File: src/rtl/alu_pkg.sv
// Shared opcode constants and FSM encoding for the ALU issue/writeback controller.
// Also holds the opcode-to-flag routing helpers used at writeback.
package alu_pkg;

  localparam logic [3:0] OP_NOP        = 4'd0;
  localparam logic [3:0] OP_ADD        = 4'd1;
  localparam logic [3:0] OP_ADD_CARRY  = 4'd2;
  localparam logic [3:0] OP_SUB        = 4'd3;
  localparam logic [3:0] OP_INC        = 4'd4;
  localparam logic [3:0] OP_DEC        = 4'd5;
  localparam logic [3:0] OP_AND        = 4'd6;
  localparam logic [3:0] OP_NOT        = 4'd7;
  localparam logic [3:0] OP_ROL        = 4'd8;
  localparam logic [3:0] OP_ROR        = 4'd9;
  localparam logic [3:0] OP_LAST_VALID = 4'd9;

  typedef enum logic [1:0] {
    ST_IDLE = 2'd0,
    ST_EXEC = 2'd1,
    ST_WB   = 2'd2
  } state_e;

  // Subtract-type ops report their carry flag through the ALU borrow output.
  function automatic logic op_takes_borrow(input logic [3:0] op);
    return (op == OP_SUB) || (op == OP_DEC);
  endfunction

  function automatic logic op_takes_carry(input logic [3:0] op);
    return (op == OP_ADD) || (op == OP_ADD_CARRY) || (op == OP_INC) ||
           (op == OP_NOT) || (op == OP_ROL) || (op == OP_ROR);
  endfunction

endpackage

File: src/rtl/alu_issue_ctrl_if.sv
// Instruction valid/ready channel into the ALU issue controller.
interface alu_issue_ctrl_if #(
  parameter int BUS_WIDTH = 8,
  parameter int REG_AW    = 2
);
  logic                 instr_valid;
  logic                 instr_ready;
  logic [3:0]           instr_opcode;
  logic [REG_AW-1:0]    instr_rd;
  logic [REG_AW-1:0]    instr_rs1;
  logic [REG_AW-1:0]    instr_rs2;
  logic                 instr_imm_en;
  logic [BUS_WIDTH-1:0] instr_imm;

  modport master (
    output instr_valid, instr_opcode, instr_rd, instr_rs1, instr_rs2,
           instr_imm_en, instr_imm,
    input  instr_ready
  );

  modport slave (
    input  instr_valid, instr_opcode, instr_rd, instr_rs1, instr_rs2,
           instr_imm_en, instr_imm,
    output instr_ready
  );
endinterface

File: src/rtl/alu_regfile.sv
// Small register file: one write port, three combinational read ports (rs1, rs2, debug).
module alu_regfile #(
  parameter int  BUS_WIDTH = 8,
  parameter int  NUM_REGS  = 4,
  localparam int REG_AW    = $clog2(NUM_REGS)
) (
  input  logic                 clk,
  input  logic                 rst,
  input  logic                 we,
  input  logic [REG_AW-1:0]    waddr,
  input  logic [BUS_WIDTH-1:0] wdata,
  input  logic [REG_AW-1:0]    rs1_addr,
  output logic [BUS_WIDTH-1:0] rs1_data,
  input  logic [REG_AW-1:0]    rs2_addr,
  output logic [BUS_WIDTH-1:0] rs2_data,
  input  logic [REG_AW-1:0]    dbg_addr,
  output logic [BUS_WIDTH-1:0] dbg_data
);

  logic [BUS_WIDTH-1:0] regs_r [NUM_REGS];

  // Storage array with synchronous clear.
  always_ff @(posedge clk) begin
    if (rst) begin
      for (int i = 0; i < NUM_REGS; i++) begin
        regs_r[i] <= {BUS_WIDTH{1'b0}};
      end
    end else if (we) begin
      regs_r[waddr] <= wdata;
    end
  end

  assign rs1_data = regs_r[rs1_addr];
  assign rs2_data = regs_r[rs2_addr];
  assign dbg_data = regs_r[dbg_addr];

endmodule

File: src/rtl/alu_issue_ctrl.sv
// Issue/writeback controller wrapped around a combinational 8-bit ALU.
// One instruction per three cycles: accept (IDLE), capture (EXEC), writeback (WB).
module alu_issue_ctrl
  import alu_pkg::*;
#(
  parameter int  BUS_WIDTH = 8,
  parameter int  NUM_REGS  = 4,
  localparam int REG_AW    = $clog2(NUM_REGS)
) (
  input  logic                 clk,
  input  logic                 rst,
  alu_issue_ctrl_if.slave      instr,
  input  logic                 err_clr,
  output logic [3:0]           alu_opcode,
  output logic [BUS_WIDTH-1:0] alu_a,
  output logic [BUS_WIDTH-1:0] alu_b,
  output logic                 alu_carry_in,
  input  logic [BUS_WIDTH-1:0] alu_y,
  input  logic                 alu_carry_out,
  input  logic                 alu_borrow,
  input  logic                 alu_zero,
  input  logic                 alu_parity,
  input  logic                 alu_invalid_op,
  output logic                 flag_c,
  output logic                 flag_z,
  output logic                 flag_p,
  output logic                 flag_err,
  output logic                 busy,
  input  logic [REG_AW-1:0]    dbg_addr,
  output logic [BUS_WIDTH-1:0] dbg_data
);

  state_e               state_r, next_state_s;
  logic                 ready_r, busy_r;
  logic [3:0]           op_r;
  logic [BUS_WIDTH-1:0] a_r, b_r, imm_r, y_r;
  logic [REG_AW-1:0]    rd_r;
  logic                 cin_r, imm_en_r;
  logic                 carry_r, borrow_r, zero_r, parity_r, inv_r;
  logic                 c_r, z_r, p_r, err_r;
  logic [BUS_WIDTH-1:0] rs1_data_s, rs2_data_s, wb_data_s;
  logic                 accept_s, wb_we_s, c_s, z_s, p_s, err_s;

  alu_regfile #(.BUS_WIDTH(BUS_WIDTH), .NUM_REGS(NUM_REGS)) u_regfile (
    .clk(clk), .rst(rst), .we(wb_we_s), .waddr(rd_r), .wdata(wb_data_s),
    .rs1_addr(instr.instr_rs1), .rs1_data(rs1_data_s),
    .rs2_addr(instr.instr_rs2), .rs2_data(rs2_data_s),
    .dbg_addr(dbg_addr), .dbg_data(dbg_data)
  );

  assign accept_s = (state_r == ST_IDLE) && instr.instr_valid;

  // FSM state register.
  always_ff @(posedge clk) begin
    if (rst) state_r <= ST_IDLE;
    else     state_r <= next_state_s;
  end

  // Next-state logic and writeback/flag decode for the WB cycle.
  always_comb begin
    next_state_s = state_r;
    wb_we_s      = 1'b0;
    wb_data_s    = y_r;
    c_s          = c_r;
    z_s          = z_r;
    p_s          = p_r;
    err_s        = err_clr ? 1'b0 : err_r;
    case (state_r)
      ST_IDLE: begin
        if (instr.instr_valid) next_state_s = ST_EXEC;
        else                   next_state_s = ST_IDLE;
      end
      ST_EXEC: next_state_s = ST_WB;
      ST_WB: begin
        next_state_s = ST_IDLE;
        // Opcode 0 never looks at the ALU, so a spurious invalid_op on it is ignored.
        if (op_r == OP_NOP) begin
          wb_we_s   = imm_en_r;
          wb_data_s = imm_r;
        end else if ((op_r > OP_LAST_VALID) || inv_r) begin
          err_s = 1'b1;
        end else begin
          wb_we_s = 1'b1;
          z_s     = zero_r;
          p_s     = parity_r;
          if (op_takes_borrow(op_r))     c_s = borrow_r;
          else if (op_takes_carry(op_r)) c_s = carry_r;
          else                           c_s = c_r;
        end
      end
      default: next_state_s = ST_IDLE;
    endcase
  end

  // Operand issue, ALU result capture and flag registers.
  always_ff @(posedge clk) begin
    if (rst) begin
      ready_r  <= 1'b1;
      busy_r   <= 1'b0;
      op_r     <= 4'd0;
      a_r      <= {BUS_WIDTH{1'b0}};
      b_r      <= {BUS_WIDTH{1'b0}};
      cin_r    <= 1'b0;
      rd_r     <= {REG_AW{1'b0}};
      imm_r    <= {BUS_WIDTH{1'b0}};
      imm_en_r <= 1'b0;
      y_r      <= {BUS_WIDTH{1'b0}};
      carry_r  <= 1'b0;
      borrow_r <= 1'b0;
      zero_r   <= 1'b0;
      parity_r <= 1'b0;
      inv_r    <= 1'b0;
      c_r      <= 1'b0;
      z_r      <= 1'b0;
      p_r      <= 1'b0;
      err_r    <= 1'b0;
    end else begin
      ready_r <= (next_state_s == ST_IDLE);
      busy_r  <= (next_state_s != ST_IDLE);
      if (accept_s) begin
        op_r     <= instr.instr_opcode;
        a_r      <= rs1_data_s;
        b_r      <= instr.instr_imm_en ? instr.instr_imm : rs2_data_s;
        cin_r    <= c_r;
        rd_r     <= instr.instr_rd;
        imm_r    <= instr.instr_imm;
        imm_en_r <= instr.instr_imm_en;
      end
      if (state_r == ST_EXEC) begin
        y_r      <= alu_y;
        carry_r  <= alu_carry_out;
        borrow_r <= alu_borrow;
        zero_r   <= alu_zero;
        parity_r <= alu_parity;
        inv_r    <= alu_invalid_op;
      end
      c_r   <= c_s;
      z_r   <= z_s;
      p_r   <= p_s;
      err_r <= err_s;
    end
  end

  assign instr.instr_ready = ready_r;
  assign busy         = busy_r;
  assign alu_opcode   = op_r;
  assign alu_a        = a_r;
  assign alu_b        = b_r;
  assign alu_carry_in = cin_r;
  assign flag_c       = c_r;
  assign flag_z       = z_r;
  assign flag_p       = p_r;
  assign flag_err     = err_r;

endmodule

File: src/flat_wrapper.sv
// flat-port wrapper written by rule: the top's interface ports become plain ports
module alu_issue_ctrl_flat import alu_pkg::*;
#(
  parameter int  BUS_WIDTH = 8,
  parameter int  NUM_REGS  = 4,
  localparam int REG_AW    = $clog2(NUM_REGS)
)
  (clk, rst, err_clr, alu_opcode, alu_a, alu_b, alu_carry_in, alu_y, alu_carry_out, alu_borrow, alu_zero, alu_parity, alu_invalid_op, flag_c, flag_z, flag_p, flag_err, busy, dbg_addr, dbg_data, instr_instr_valid, instr_instr_opcode, instr_instr_rd, instr_instr_rs1, instr_instr_rs2, instr_instr_imm_en, instr_instr_imm, instr_instr_ready);
  alu_issue_ctrl_if #(.BUS_WIDTH(BUS_WIDTH), .REG_AW((2))) instr_i ();
  input  logic clk;
  input  logic rst;
  input  logic err_clr;
  output logic [3:0] alu_opcode;
  output logic [BUS_WIDTH-1:0] alu_a;
  output logic [BUS_WIDTH-1:0] alu_b;
  output logic alu_carry_in;
  input  logic [BUS_WIDTH-1:0] alu_y;
  input  logic alu_carry_out;
  input  logic alu_borrow;
  input  logic alu_zero;
  input  logic alu_parity;
  input  logic alu_invalid_op;
  output logic flag_c;
  output logic flag_z;
  output logic flag_p;
  output logic flag_err;
  output logic busy;
  input  logic [REG_AW-1:0] dbg_addr;
  output logic [BUS_WIDTH-1:0] dbg_data;
  input wire logic [$bits(instr_i.instr_valid)-1:0] instr_instr_valid;
  input wire logic [$bits(instr_i.instr_opcode)-1:0] instr_instr_opcode;
  input wire logic [$bits(instr_i.instr_rd)-1:0] instr_instr_rd;
  input wire logic [$bits(instr_i.instr_rs1)-1:0] instr_instr_rs1;
  input wire logic [$bits(instr_i.instr_rs2)-1:0] instr_instr_rs2;
  input wire logic [$bits(instr_i.instr_imm_en)-1:0] instr_instr_imm_en;
  input wire logic [$bits(instr_i.instr_imm)-1:0] instr_instr_imm;
  output wire logic [$bits(instr_i.instr_ready)-1:0] instr_instr_ready;
  assign instr_i.instr_valid = instr_instr_valid;
  assign instr_i.instr_opcode = instr_instr_opcode;
  assign instr_i.instr_rd = instr_instr_rd;
  assign instr_i.instr_rs1 = instr_instr_rs1;
  assign instr_i.instr_rs2 = instr_instr_rs2;
  assign instr_i.instr_imm_en = instr_instr_imm_en;
  assign instr_i.instr_imm = instr_instr_imm;
  assign instr_instr_ready = instr_i.instr_ready;
  alu_issue_ctrl #(.BUS_WIDTH(BUS_WIDTH), .NUM_REGS(NUM_REGS)) u_core (.clk(clk), .rst(rst), .instr(instr_i), .err_clr(err_clr), .alu_opcode(alu_opcode), .alu_a(alu_a), .alu_b(alu_b), .alu_carry_in(alu_carry_in), .alu_y(alu_y), .alu_carry_out(alu_carry_out), .alu_borrow(alu_borrow), .alu_zero(alu_zero), .alu_parity(alu_parity), .alu_invalid_op(alu_invalid_op), .flag_c(flag_c), .flag_z(flag_z), .flag_p(flag_p), .flag_err(flag_err), .busy(busy), .dbg_addr(dbg_addr), .dbg_data(dbg_data));
endmodule
File: config.mk
export PLATFORM = sky130hd
export DESIGN_NAME = alu_issue_ctrl_flat
export DESIGN_NICKNAME = d
export VERILOG_FILES = /design/src/rtl/alu_pkg.sv /design/src/rtl/alu_issue_ctrl_if.sv /design/src/rtl/alu_regfile.sv /design/src/rtl/alu_issue_ctrl.sv /design/src/flat_wrapper.sv
export SDC_FILE = /design/constraint.sdc
export NUM_CORES = 1
export LEC_CHECK = 0
export CORE_UTILIZATION = 45
export CTS_BUF_LIST = sky130_fd_sc_hd__clkbuf_8
export DETAILED_ROUTE_END_ITERATION = 8
export PLACE_DENSITY = 0.75
export SYNTH_ARGS = -nofsm -noshare
export SYNTH_HDL_FRONTEND = slang
export SYNTH_SLANG_ARGS = --single-unit
File: constraint.sdc
create_clock -name clk -period 2.22 [get_ports clk]
set_input_delay 0.444 -clock clk [delete_from_list [all_inputs] [get_ports clk]]
set_output_delay 0.444 -clock clk [all_outputs]
set_load 0.01 [all_outputs]
### Yosys cells after proc, flatten, opt, wreduce, memory -nomap -nowiden

Memories as Yosys holds them, arrays and structs flattened. A register that Yosys moved wholly into a read port is not among the register bits.
Index checks and enable logic that the tools add are counted.

* $lt $le $gt $ge: 1
* equality and inequality tests: 10
* muxes and demuxes: 22
* bitwise gates (word level): 2
* reductions and logical operators: 16

Operator list (count)
* 2-to-1 mux 8 bit: 4
* 2-to-1 mux 1 bit: 16
* equality test 4 x 3 -> 1 bit (second input constant): 3
* equality test 4 x 2 -> 1 bit (second input constant): 2
* equality test 4 bit (second input constant): 2
* OR reduction 8 bit: 1
* logical OR 1 bit: 7
* equality test 4 x 1 -> 1 bit (second input constant): 1
* > comparator 4 bit (second input constant): 1
* logical NOT 2 bit: 2
* logical NOT 4 bit: 1
* one-hot mux 2 bit (2 select lines): 1
* AND reduction 4 bit: 1
* nonzero test 2 bit: 2
* AND reduction 3 bit: 1
* equality test 2 x 1 -> 1 bit (second input constant): 1
* equality test 2 bit (second input constant): 1
* 2-to-1 mux 2 bit: 1
* NOT 1 bit: 2
* logical AND 1 bit: 1

* bits in registers: 45
* RAM bits: 32
* input bits: 38
* output and inout port bits: 35
* memories: 1

Memories
* u_core.u_regfile.regs_r: depth 4, bits a word 8, rd ports 3, clocked after memory_dff 1, wr ports 4, RTL line alu_regfile.sv:20 `logic [BUS_WIDTH-1:0] regs_r [NUM_REGS];`

### Depth between registers and ports, before layout

* depth in word-level cells: 10
* gate-level depth with buffers: 6
* gate-level depth less buffers: 4

### By module

From an unflattened synthesis, not the netlist that was laid out.

* cell total of the unflattened synthesis: 348
* area total of the unflattened synthesis: 3961.3 sq um

By module, submodules not included
* alu_issue_ctrl: instances 1, cells an instance 244, area each 2093.3 sq um
* alu_regfile: instances 1, cells an instance 104, area each 1868.0 sq um

### Worst setup path after synthesis

Ideal clock, no wire load.

* path type: register to register
* start point: reg u_core.op_r[1], in the netlist u_core.alu_opcode[1]
* end point: mem u_core.u_regfile.regs_r[1][0], enable pin
* setup time: 334 ps
* arrival time: 1639 ps
* path slack: 247 ps
* cell stages (with the launch flop): 5
* path buffers: 0
* period minus slack after synthesis: 1973 ps
* cell sequence: dfxtp_1 -> nor4_4 -> nor4_4 -> o211ai_2 -> nand2b_1

RTL lines
* start: declaration: RTL line alu_issue_ctrl.sv:35 `logic [3:0] op_r;`
* start signal: assignment: RTL line alu_issue_ctrl.sv:121 `op_r <= instr.instr_opcode;`
* end: declaration: RTL line alu_regfile.sv:20

### Worst setup path in the final report

* start point: in dbg_addr[1]
* end point: out dbg_data[1]

* longest elaborated chain between the ends: 1

RTL lines
* start: declaration: RTL line flat_wrapper.sv:28 `input logic [REG_AW-1:0] dbg_addr;`
* memory (4 x 8 bit)
* end: declaration: RTL line flat_wrapper.sv:29 `output logic [BUS_WIDTH-1:0] dbg_data;`

No other way between the ends.

==> qor.yml <==
die_y_um: 93.8
grt_pass1_wl_um: 14700
route.detailed.drc: 0
crit_path_max_fanout: 8
cp-startpoint: "dbg_addr[1]"
dpl.hpwl_um: 6600
die_area_um2: 8800
r2r-start: "u_core.alu_opcode[3]$_SDFFE_PP0P_"
clk_pin_slew_ns: 0.08
hp-class: "flip-flop to flip-flop"
nets: 469
syn_area_um2: 3790
r2r_cells: 5
ctsHoldBuffers: 0
tritoncts: "yes"
ir_drop_mv: 0.361
cts_resized: 22
ys_ff_latch: 85
cts_buffers: 9
top_layer: "met4"
cap_violations: 0
worstReg2RegEnd: "u_core.u_regfile.regs_r[2][6]$_SDFFCE_PN0P_"
num_rows: 33
drive_gt1_frac: 0.163
p_per_area_nw_per_um2: 685
syn2layout_area_growth_pct: 31.5
initial_core_util: 0.464
port_buffers: 72
layout.cells.non_filler: 541
first_iter_violations: 188
clock_latency_ns: 0.35
synth_nets: 388
period_minus_slack_ns: 2.07
fmax_ghz: 0.484
dp_worst_setup_slack_ns: -0.341
met3_length_um: 564
wire_per_inst_um: 16.9
avgSynthCellArea_um2: 10.8
cp.required_ns: 1.78
report.final.slew_viol_count: 0
synth.top_cell.area_share: 0.280
endpoint_kind: "primary output"
fin_ws_ns: 0.153
worstHoldPathCells: 2
crit_end: "dbg_data[1]"
finalHoldViolCount: 0
antenna_cells: 0
post_cts_buffers: 0
setup_violations: 0
cts.sinks: 85
ys_types: 29
synth-seq-area-share: 0.533
rsz0062_at_grt: "false"
synth_area_leaders: "dfxtp_1 (28%), edfxtp_1 (25%), mux4_2 (14%), nand2_1 (7.4%), a21oi_1 (5.3%)"
cts_buffer_depth: 2
netlist_instances: 350
fin_worst_skew_ns: 0.0109
gp_congestion: 0.846
grt_antenna_before_repair: 0
min_period_over_period: 0.931
arrival_ns: 1.62
vias: 2904
core_area_um2: 8180
layout_commonest_cell: "nand2_1"
vias_per_cell: 5.37
die_w_um: 93.8
r2r_setup_slack_ns: 0.26
wl_met1_um: 3840
start_kind: "input port"
layout_common_cells: "nand2_1 (75), clkdlybuf4s50_1 (62), dfxtp_1 (53)"
whs_ns: 0.459
wl_met2_um: 4530
overflow: 0
grt_usage: 0.224
detail-route-antenna-nets: 0
dp.cells: 525
firstDrtPassIters: 4
h-tree-depth: 3
routed_wl_um: 9130
slew_headroom: 0.627
worstMarginPinSlew_ns: 0.559
status: "complete, no violations"
yosys_warnings: 0
grt_pass1_vias: 2849
grt_max_degree: 36
num_io_pins: 73
cts_root_buffer: "clkbuf_8"
total_leakage_power_nw: 1.81
yosys.area.top_type: "dfxtp_1"
crit_type: "input port to primary output"
==> worst min path at each step <==
stage | from | endpoint
3_5_place_dp | u_core.imm_r[0]$_SDFFE_PP0P_ | u_core.imm_r[0]$_SDFFE_PP0P_
2_1_floorplan | u_core.imm_en_r$_SDFFE_PP0P_ | u_core.imm_en_r$_SDFFE_PP0P_
3_3_place_gp | u_core.imm_r[6]$_SDFFE_PP0P_ | u_core.imm_r[6]$_SDFFE_PP0P_
6_report | u_core.imm_r[0]$_SDFFE_PP0P_ | u_core.imm_r[0]$_SDFFE_PP0P_
5_1_grt | u_core.borrow_r$_SDFFE_PP0P_ | u_core.borrow_r$_SDFFE_PP0P_
4_1_cts | u_core.imm_r[0]$_SDFFE_PP0P_ | u_core.imm_r[0]$_SDFFE_PP0P_
==> state kept, by name, indices dropped and copies added, names as in the netlist, 2 cells and up <==
register                 count
u_core.state_r               2
u_core.u_regfile.regs_r     32
u_core.y_r                   8
u_core.rd_r                  2
u_core.alu_a                 8
u_core.alu_b                 8
u_core.alu_opcode            4
u_core.imm_r                 8
==> worst max-delay path, cell delays in order <==
cell and delay (ns):
clkdlybuf4s50_1 0.50, buf_12 0.13, mux4_2 0.30, clkdlybuf4s15_2 0.24
==> per-stage QoR <==
| step | power [W] | setup TNS, ns | area, um^2 | utilization |
|---|---|---|---|---|
| 6_report | 0.00342 | 0 | 4990 | 0.610 |
| 5_1_grt | 0.00356 | 0 | 4990 | 0.610 |
| 4_1_cts | 0.00343 | 0 | 4990 | 0.610 |
| 3_5_place_dp | 0.00229 | -2.56 | 4790 | 0.585 |
| 3_3_place_gp | 0.00228 | -2.49 | 4790 | 0.585 |
| 2_1_floorplan | 0.00203 | 0 | 3790 | - |
==> final cells by class <==
class	instances	area (um^2)
Sequential cell	85	2020
Tap cell	105	131
Timing Repair Buffer	94	946
Clock buffer	9	124
Clock inverter	7	90.1
Inverter	1	3.75
Multi-Input combinational cell	240	1670
Fill cell	660	3190
==> metal layers <==
metal / global-route usage / vias to the layer above
met5: 0 / -
met3: 0.0340 / 19
met4: 0.0897 / 0
li1: - / 1404
met1: 0.297 / 1379
met2: 0.369 / 102
==> kinds of logic after synthesis <==
group | Yosys count | synth area share
AO/OA/AOI/OAI | 56 | 0.0870
multiplexers | 43 | 0.193
XOR/XNOR | 1 | 0.00231
AND/OR/NAND/NOR | 140 | 0.159
buffers and inverters | 25 | 0.0264
flip-flops | 85 | 0.533
==> cells in the mapped netlist <==
cell,count
nor4_4,2
o21ai_2,2
o21ai_0,1
o21bai_2,1
nor3b_1,2
a21oi_1,40
dfxtp_1,53
mux4_2,24
buf_2,5
edfxtp_1,32
xnor2_1,1
nor2_1,48
mux2i_1,19
nand2_1,75
clkbuf_1,16
nor3_1,1
nand2b_1,7
nand3_1,1
o211ai_2,1
buf_1,3
inv_1,1
a311oi_1,1
o21a_1,1
and2_1,1
nor2b_1,1
a211oi_1,8
nand3b_1,1
o211ai_1,1
and4b_1,1
==> power by group <==
group	switching, W	internal (W)
Clock	0.000542	0.000627
Sequential	0.0000537	0.00169
Combinational	0.000233	0.000273
No activity file was read; power rests on OpenSTA's default activity.
==> RTL change: new RTL, same flow settings <==
`BUS_WIDTH` is set to 8 in 4 places; all go to 7.
--- a/src/rtl/alu_issue_ctrl_if.sv
+++ b/src/rtl/alu_issue_ctrl_if.sv
@@ -1,6 +1,6 @@
 // Instruction valid/ready channel into the ALU issue controller.
 interface alu_issue_ctrl_if #(
-  parameter int BUS_WIDTH = 8,
+  parameter int BUS_WIDTH = 7,
   parameter int REG_AW    = 2
 );
   logic                 instr_valid;
--- a/src/rtl/alu_regfile.sv
+++ b/src/rtl/alu_regfile.sv
@@ -1,6 +1,6 @@
 // Small register file: one write port, three combinational read ports (rs1, rs2, debug).
 module alu_regfile #(
-  parameter int  BUS_WIDTH = 8,
+  parameter int  BUS_WIDTH = 7,
   parameter int  NUM_REGS  = 4,
   localparam int REG_AW    = $clog2(NUM_REGS)
 ) (
--- a/src/rtl/alu_issue_ctrl.sv
+++ b/src/rtl/alu_issue_ctrl.sv
@@ -3,7 +3,7 @@
 module alu_issue_ctrl
   import alu_pkg::*;
 #(
-  parameter int  BUS_WIDTH = 8,
+  parameter int  BUS_WIDTH = 7,
   parameter int  NUM_REGS  = 4,
   localparam int REG_AW    = $clog2(NUM_REGS)
 ) (
--- a/src/flat_wrapper.sv
+++ b/src/flat_wrapper.sv
@@ -1,7 +1,7 @@
 // flat-port wrapper written by rule: the top's interface ports become plain ports
 module alu_issue_ctrl_flat import alu_pkg::*;
 #(
-  parameter int  BUS_WIDTH = 8,
+  parameter int  BUS_WIDTH = 7,
   parameter int  NUM_REGS  = 4,
   localparam int REG_AW    = $clog2(NUM_REGS)
 )
Interface: changed (5 resized); port bits go from 73 to 68. The function was not compared with the original's and may differ.
==> RTL change against the unedited design <==
  * Core utilization is 1.1 points higher
  * Sequential cell count shrank 8
  * Maximum frequency increased by 1.1%
  * Wire length fell by 8.9%
  * Final cell count down 7.6%
  * Design area is 9.2% lower
  * Non-clock buffer count down 7
  * Power down 6.4%
  * Global-route usage barely moved
  * Setup slack improved by 0.022 ns
  * Via count shrank 6.9%
  * Area after synthesis shrank 9.9%
==> RTL change: results (changes against the unedited design) <==
Sequential area share after synthesis = 53.3% (about the same)
Maximum VDD drop = 0.318 mV (was 0.361 mV)
Worst setup path end = dbg_data[5] (was dbg_data[1])
Clk network pwr share = 36.6% (was 34.2%)
Max-slew headroom = 63.4% (was 62.7%)
Metal2 WL = 4.35 mm (was 4.53 mm)
FF-to-FF End = u_core.u_regfile.regs_r[0][4]$_SDFFCE_PN0P_ (was u_core.u_regfile.regs_r[2][6]$_SDFFCE_PN0P_)
Min-Delay Endpoint = u_core.imm_en_r$_SDFFE_PP0P_ (was u_core.imm_r[0]$_SDFFE_PP0P_)
Sequential Power Share = 49.3% (was 51.0%)
Placed Instance Area = 4310 um2 (was 4790 um2)
Pre-CTS setup slack = -0.338 ns (was -0.341 ns)
Ranking of synthesized cells by area = dfxtp_1 29%, edfxtp_1 25%, mux4_2 14%, nand2_1 7.6%, a21oi_1 5.4% (was dfxtp_1 28%, edfxtp_1 25%, mux4_2 14%, nand2_1 7.4%, a21oi_1 5.3%)
Post-synth top cells = 69 x nand2_1, 49 x dfxtp_1, 43 x nor2_1 (was 75 x nand2_1, 53 x dfxtp_1, 48 x nor2_1)
R2r startpoint = u_core.alu_opcode[1]$_SDFFE_PP0P_ (was u_core.alu_opcode[3]$_SDFFE_PP0P_)
Max FFs per register = 28 (was 32)
Post-synth cell types = 28 (was 29)
Hold_sp = u_core.imm_en_r$_SDFFE_PP0P_ (was u_core.imm_r[0]$_SDFFE_PP0P_)
Filler Cell Count = 611 (was 660)
Nets = 432 (was 469)
Grt met2 use = 37.9% (was 36.9%)
Drt via density = 5.41 (was 5.37)
Switch Pwr = 0.000742 W (was 0.000829 W)
Tmin final = 2.04 ns (was 2.07 ns)
Number of port buffers = 67 (was 72)
First-pass GRT wire length = 12.9 mm (was 14.7 mm)
Placer Congestion = 0.838 (was 0.846)
R2r setup slk = 0.23 ns (was 0.26 ns)
Met1 Usage GRT = 28.7% (was 29.7%)
Reg2reg path depth = 4 (was 5)
Placed Cells = 484 (was 525)
Placed wire-length estimate = 6.06 mm (was 6.60 mm)
Switching share of power = 23.2% (was 24.3%)
Syn Inst Count = 320 (was 350)
Worst-path fanout max = 4 (was 8)
Number of global-route vias before repair = 2575 (was 2849)
Non-filler cells, final = 500 (was 541)
Fraction of layout cells with a size suffix above 1 = 15.5% (was 16.3%)
Largest net degree at the start of global routing = 32 (was 36)
DR iter-0 viols = 192 (was 188)
Cts repair resizes = 18 (was 22)
Synthesized net count = 356 (was 388)
Arrival @ worst endpoint = 1.60 ns (was 1.62 ns)
Met3 WL = 441 um (was 564 um)
Wl on met1 = 3.39 mm (was 3.84 mm)
Hold WS = 0.453 ns (was 0.459 ns)
Wire per inst = 16.6 um (was 16.9 um)
1st-pass router iterations = 5 (was 4)
Number of enable flip-flop cells after synthesis = 28 (was 32)
Skew final = 0.00845 ns (was 0.0109 ns)
Result of the run = finished clean (unchanged)
GRT Util Overall = 22.4% (about the same)
[RTL change: cell count changes in the layout (fill, tap and decap cells not counted), sizes merged]
cell / before / now
clkdlybuf4s50: 62 / 58
nor2: 48 / 43
buf: 25 / 22
clkinvlp: 2 / 0
inv: 1 / 2
dfxtp: 53 / 49
nand2: 75 / 69
mux2i: 19 / 17
a211oi: 8 / 7
a21oi: 40 / 37
clkbuf: 9 / 11
clkinv: 3 / 2
mux4: 24 / 21
edfxtp: 32 / 28
[RTL change: area by class of cell]
type / instances / share of cell area, %
Timing Repair Buffer: 87 / 18.7
Inverter: 1 / 0.0829
Tap cell: 99 / 2.73
Clock buffer: 11 / 3.34
Clock inverter: 5 / 1.63
Multi-Input combinational cell: 220 / 33.3
Sequential cell: 77 / 40.2
[RTL change: kinds of logic after synthesis]
group                     Yosys count  share of synthesized area (%)
AOI/OAI and AO/OA                  52                           8.53
xor gates and xnor gates            1                          0.256
buffers and inverters              23                           2.64
DFF                                77                           53.3
muxes                              38                           18.8
and+or+nand+nor                   129                           16.5
